--- src/rtl/bin2bcd_seg.sv ---
// Sequential binary-to-BCD converter (shift-and-add-3) driving
// registered seven-segment patterns with optional leading-zero blanking.
module bin2bcd_seg #(
    parameter int WIDTH      = 6,
    parameter int DIGITS     = 2,
    parameter int BLANK_LZ   = 1,
    parameter int ACTIVE_LOW = 0
) (
    input  logic                  CLK,
    input  logic                  RST,
    input  logic                  START,
    input  logic [WIDTH-1:0]      SW,
    output logic                  BUSY,
    output logic                  DONE,
    output logic                  OVF,
    output logic [7*DIGITS-1:0]   HEX
);

    localparam int BW = 4 * DIGITS + 4;
    localparam int CW = (WIDTH < 2) ? 1 : $clog2(WIDTH);
    localparam logic [CW-1:0] LAST = CW'(WIDTH - 1);
    localparam logic INV = (ACTIVE_LOW != 0);
    localparam logic [7*DIGITS-1:0] BLANK = INV ? '1 : '0;

    typedef enum logic [1:0] {IDLE, SHIFT, LOAD} state_t;

    state_t               state;
    logic [WIDTH-1:0]     bin;
    logic [BW-1:0]        bcd;
    logic [BW-1:0]        adj;
    logic [CW-1:0]        cnt;
    logic                 lost;
    logic [7*DIGITS-1:0]  seg_next;
    logic                 ovf_next;
    logic                 seen;
    logic [3:0]           dig;
    logic [6:0]           pat;

    function automatic logic [6:0] seg7(input logic [3:0] d);
        case (d)
            4'd0:    seg7 = 7'b0111111;
            4'd1:    seg7 = 7'b0000110;
            4'd2:    seg7 = 7'b1011011;
            4'd3:    seg7 = 7'b1001111;
            4'd4:    seg7 = 7'b1100110;
            4'd5:    seg7 = 7'b1101101;
            4'd6:    seg7 = 7'b1111101;
            4'd7:    seg7 = 7'b0000111;
            4'd8:    seg7 = 7'b1111111;
            4'd9:    seg7 = 7'b1101111;
            default: seg7 = 7'b0000000;
        endcase
    endfunction

    // The guard nibble is adjusted too so it stays a proper BCD digit.
    always_comb begin
        adj = bcd;
        for (int i = 0; i <= DIGITS; i++) begin
            if (bcd[4*i +: 4] >= 4'd5)
                adj[4*i +: 4] = bcd[4*i +: 4] + 4'd3;
        end
    end

    // Bits shifted out of the guard nibble are remembered in 'lost'.
    always_comb begin
        ovf_next = lost | (|bcd[BW-1 -: 4]);
        seg_next = '0;
        seen     = 1'b0;
        dig      = '0;
        pat      = '0;
        for (int k = DIGITS - 1; k >= 0; k--) begin
            dig = bcd[4*k +: 4];
            if (dig != 4'd0)
                seen = 1'b1;
            if (ovf_next)
                pat = 7'b1000000;
            else if (BLANK_LZ != 0 && k != 0 && !seen)
                pat = 7'b0000000;
            else
                pat = seg7(dig);
            seg_next[7*k +: 7] = pat ^ {7{INV}};
        end
    end

    always_ff @(posedge CLK or posedge RST) begin
        if (RST) begin
            state <= IDLE;
            BUSY  <= 1'b0;
            DONE  <= 1'b0;
            OVF   <= 1'b0;
            HEX   <= BLANK;
            bin   <= '0;
            bcd   <= '0;
            cnt   <= '0;
            lost  <= 1'b0;
        end else begin
            DONE <= 1'b0;
            unique case (state)
                IDLE: begin
                    if (START) begin
                        bin   <= SW;
                        bcd   <= '0;
                        cnt   <= '0;
                        lost  <= 1'b0;
                        BUSY  <= 1'b1;
                        state <= SHIFT;
                    end
                end
                SHIFT: begin
                    bcd  <= {adj[BW-2:0], bin[WIDTH-1]};
                    bin  <= bin << 1;
                    lost <= lost | adj[BW-1];
                    cnt  <= cnt + 1'b1;
                    if (cnt == LAST)
                        state <= LOAD;
                end
                LOAD: begin
                    HEX   <= seg_next;
                    OVF   <= ovf_next;
                    DONE  <= 1'b1;
                    BUSY  <= 1'b0;
                    state <= IDLE;
                end
                default: state <= IDLE;
            endcase
        end
    end

endmodule

--- config.mk ---
export PLATFORM = sky130hd
export DESIGN_NAME = bin2bcd_seg
export DESIGN_NICKNAME = d
export VERILOG_FILES = /design/src/rtl/bin2bcd_seg.sv
export SDC_FILE = /design/constraint.sdc
export NUM_CORES = 1
export LEC_CHECK = 0
export CAP_MARGIN = 25
export CORE_UTILIZATION = 45
export DETAILED_ROUTE_END_ITERATION = 6
export PLACE_DENSITY = 0.68
export SKIP_CTS_REPAIR_TIMING = 1
export SLEW_MARGIN = 10
export SYNTH_ARGS = -nofsm -noshare
export SYNTH_HDL_FRONTEND = slang
export SYNTH_SLANG_ARGS = --single-unit
--- constraint.sdc ---
create_clock -name CLK -period 1.8 [get_ports CLK]
set_clock_uncertainty 0.15 [all_clocks]
set_input_delay 0.36 -clock CLK [delete_from_list [all_inputs] [get_ports CLK]]
set_output_delay 0.36 -clock CLK [all_outputs]
set_load 0.03 [all_outputs]
After elaboration in Yosys (flattened, before gate mapping) --
Memory sizes are Yosys's and may differ from the RTL's. Index checks and enable logic that the tools add are counted.
Cells by class: add/sub/neg operators 4, magnitude comparators 3, equality and inequality tests 5, muxes and demuxes 21, bitwise gates (word level) 2, reduce and logical (&&, ||, !) cells 8
Operator list (count):
- case mux 12 bit (2 select lines) | 1
- 2-to-1 mux 7 bit | 3
- adder 4 x 2 -> 4 bit (second input constant) | 3
- >= comparator 4 x 3 -> 1 bit (second input constant) | 3
- 2-to-1 mux 12 bit | 1
- 2-to-1 mux 4 bit | 3
- case mux 6 bit (2 select lines) | 1
- 2-to-1 mux 6 bit | 1
- case mux 3 bit (2 select lines) | 1
- AND reduction 2 bit | 3
- 2-to-1 mux 1 bit | 4
- 2-to-1 mux 2 bit | 2
- != test 2 bit (second input constant) | 2
- case mux 1 bit (2 select lines) | 2
- case mux 2 bit (2 select lines) | 1
- nonzero test 2 bit | 2
- nonzero test 4 bit | 1
- OR reduction 4 bit | 1
- adder 3 x 1 -> 3 bit (second input constant) | 1
- == test 3 bit (second input constant) | 1
- 2-to-1 mux 3 bit | 1
- == test 2 x 1 -> 1 bit (second input constant) | 1
- == test 2 bit (second input constant) | 1
- zero test 2 bit | 1
- bitwise OR 1 bit | 2
Word-level totals: register bits after elaboration 41, bits in read-only memories 224, input port bits 9, word-level logic and storage cells 54, memories 2
Memory list:
- (name not given) | words 16, bits a word 7, rd ports 1, clocked after memory_dff 0, write ports 0, RTL line 40 | case (d)
- (name not given) | words 16, bits a word 7, rd ports 1, clocked after memory_dff 0, write ports 0, RTL line 40

Logic depth before layout (Yosys ltp) --
depth after elaboration 4, depth in mapped cells 6, mapped depth without buffers 6

Worst setup path before layout --
No wires, ideal clock.
path type register to register, start point register bcd[5], end point register HEX[10], library setup time 0.121 ns, data arrival time 1.388 ns, setup slack 0.141 ns, cell stages (with the launch flop) 7, cells stage by stage dfrtp_1 inv_1 ha_1 or2b_2 a2bb2oi_1 or2_4 o21ai_2
Between the ends: word-level cells in the longest chain between the ends 4
RTL lines:
- start, declared | RTL line 29 | logic [BW-1:0] bcd;
- start signal, assigned | RTL line 110 | bcd <= {adj[BW-2:0], bin[WIDTH-1]};
- parallel branches: the longest is 2 deep, another holds memory (16 x 7 bit)
- 2-to-1 mux 7 bit (*) | RTL line 77 | else if (BLANK_LZ != 0 && k != 0 && !seen)
- 2-to-1 mux 7 bit (*) | RTL line 75 | if (ovf_next)
- end signal, assigned | RTL line 118 | HEX <= seg_next;
- end, declared | RTL line 16 | output logic [7*DIGITS-1:0] HEX
Every way passes the cells marked *. A chain may end at the register's enable or synchronous reset.

Final worst setup path --
start point register bcd[4], end point register HEX[10]
Same word-level chain as after synthesis.

==> metrics.md <==
| Metric | Value |
|---|---|
| Run status | completed |
| Placement Rows | 25 |
| ANT nets after route | 0 |
| Clock latency on the worst-skew pair | 0.29 ns |
| First-pass GRT wire length | 7210 microns |
| CTS buffer count | 5 |
| Prevailing post-synth register cell | dfrtp_1 |
| Synth area leaders | dfrtp_1 (46%), ha_1 (8.5%), o21ai_0 (6.6%) |
| Final min period | 1.712 ns |
| Final Hold Fails | 0 |
| Synth Area in XOR/XNOR | 1.980% |
| Vias in the first global route | 1539 |
| Count of cell types in the netlist | 43 |
| Post-Synth Simple-Gate Area | 16.91% |
| Worst Setup End Kind | flip-flop |
| WP data required | 1.83 ns |
| DRC Markers | 0 |
| IO buf count | 25 |
| IR drop worst, VDD | 0.6231 mV |
| Reg clk slew, reported paths | 0.07 ns |
| Setup crit start kind | flip-flop |
| Synthesized cell area | 2212 sq um |
| Mapped Nets | 251 |
| Area grow syn2layout | 22.51% |
| Via count | 1636 |
| Layout cells sized above 1 | 12.36% |
| Commonest cells post-synth | dfrtp_1 (41), nand2_1 (32), o21ai_0 (29) |
| Post-DP Area | 2566 sq um |
| EDFF count, synth | 0 |
| Clock Sinks | 41 |
| Crit path DAT | 1.75 ns |
| Wire per inst | 12.80 microns |
| Die Ht | 72.11 microns |
| Via-to-Cell Ratio | 5.018 |
| Worst slew margin | 75.73% |
| Mapped Cells | 227 |
| Seq/Total Area, Yosys | 46.38% |
| Fmax | 584.2 MHz |
| Largest family of logic cells by synthesized area | compound AO/OA/AOI/OAI gates |
| # setup viols final | 0 |
| # IOs | 26 |
| Mux contribution to synthesized area | 2.319% |
| Placed insts | 317 |
| Hold crit path type | in2async |
| Iteration-0 DRC Markers | 80 |
| Design Area, Final | 2710 sq um |
| Compound-Gate Fraction of Synth Area | 18.61% |
| CORE AREA | 4723 sq um |
| Register bit total from synthesis | 41 |
| GPL Wtd Cong | 0.8271 |
| Setup TNS | 0 ns |
| Detailed Routing Iterations Pass 1 | 4 |
| Final wirelength | 4173 microns |
| Htree depth | 2 |
| Worst Tran Pin Value | 0.3641 ns |
| Crit-path max FO | 5 |
| Filler instances | 418 |
| Final Cycle Share | 95.10% |
| Post-Synth Adder-Cell Area | 8.484% |
| Syn. warnings | 0 |
| Top-count cell post-synth | dfrtp_1 |
| DP HPWL | 2910 microns |
| Power per standard cell area | 1659 nW/um^2 |
| Setup CP Type | reg2reg |
| Root Driver | clkbuf_8 |
| Max-Cap Viols | 0 |
| Initial Util | 46.83% |
| Area share of the largest cell type after synthesis | 46.38% |
| Total GRT Usage | 18.02% |
| Clock Path Buffers | 2 |
| Fin nets | 283 |
| CTS tree | done |
| Top cell type by total area after synthesis | dfrtp_1 |
| Largest net degree at the start of global routing | 42 |
| Non-Filler Instances | 326 |
| Initial antenna violation count | 0 |
| Full die area | 5200 sq um |
| Fin. max-slew vios | 0 |
| Die W | 72.11 microns |
| Synthesized area per cell | 9.745 sq um |
| Async SR Flop Fraction | 100.0% |
| Remaining Overflow, GRT | 0 |
| # diodes | 0 |
| Leakage | 1.466 nW |
-- path summary, 6_finish.rpt --
path	start	to	slack, ns	cells after the start
min in group CLK	HEX[12]$_DFFE_PP0P_	HEX[12]$_DFFE_PP0P_	0.32	2
max in group asynchronous	RST	bcd[5]$_DFFE_PP0P_	1.03	3
min reg2reg	HEX[12]$_DFFE_PP0P_	HEX[12]$_DFFE_PP0P_	0.32	2
min	RST	HEX[0]$_DFFE_PP0P_	0.27	3
max reg2reg	bcd[4]$_DFFE_PP0P_	HEX[10]$_DFFE_PP0P_	0.09	6
max	bcd[4]$_DFFE_PP0P_	HEX[10]$_DFFE_PP0P_	0.09	6
-- final cells by class --
cell class	count	area, sq um	area share (%)
timing repair buffer	35	392.9	14.50
inverter	14	52.55	1.939
tap	67	83.83	3.093
clock buffer	7	86.33	3.186
sequential	41	1026	37.86
multi-input combinational	162	1069	39.43
-- logic make-up after synthesis --
| group | Yosys count |
|---|---|
| muxes | 5 |
| DFF | 41 |
| buffers and inverters | 24 |
| AOI/OAI and AO/OA | 65 |
| and+or+nand+nor | 72 |
| xor gates and xnor gates | 5 |
| adders and majority gates | 15 |
-- power by group --
part / switching [mW] / internal, mW
Sequential: 0.326 / 1.27
Clock: 0.302 / 0.304
Combinational: 1.24 / 1.06
Total: 1.87 / 2.63
-- stage by stage --
stage | total power [mW] | setup slack [ns] | utilization, % | hold WS (ns)
final | 4.497 | 0.08827 | 57.38 | 0.2749
after global routing | 4.886 | -0.006502 | 57.38 | 0.2903
after CTS | 4.524 | -0.05115 | 56.16 | 0.2842
after detailed placement | 3.904 | 0.06066 | 54.33 | 0.3165
after global placement | 3.858 | 0.09784 | 54.33 | 0.3118
after floorplan | 3.213 | 0.1411 | - | 0.3001
-- layer usage --
metal / global-route usage, % / wire length, microns / vias up
li1: - / - / 841
met1: 23.87 / 2090 / 759
met2: 28.97 / 1885 / 30
met3: 4.583 / 146 / 6
met4: 5.882 / 51 / 0
met5: 0 / 0 / -
-- critical path: stages, from the launching register on --
cell and delay [ns]:
dfrtp_1 0.43, inv_2 0.12, ha_1 0.17, or2b_2 0.33, a2bb2oi_1 0.16, or2_4 0.18
o21ai_2 0.06
-- cell usage in the layout, fill, tap and decap left out, drive strengths merged, types with 2 or more instances in the layout --
cell type,Yosys,final
inv,13,13
xor2,2,2
a21oi,11,11
dfrtp,41,41
clkdlybuf4s50,0,8
nand2,33,33
xnor2,3,3
clkbuf,3,7
mux2i,4,4
nor3,4,4
nor3b,6,6
buf,6,10
nor2,10,10
nand2b,5,5
a31oi,2,2
ha,15,15
and2,3,3
o21ai,34,34
dlymetal6s2s,1,17
nor2b,3,3
a22o,10,10
or2b,2,2
o31ai,2,2
-- registers in the layout, indices dropped and copies added (netlist names) --
register and flops:
HEX 14, bcd 12, bin 6, cnt 3, state 2, BUSY 1
DONE 1, OVF 1, lost 1
Power figures use the tool's default switching activity.
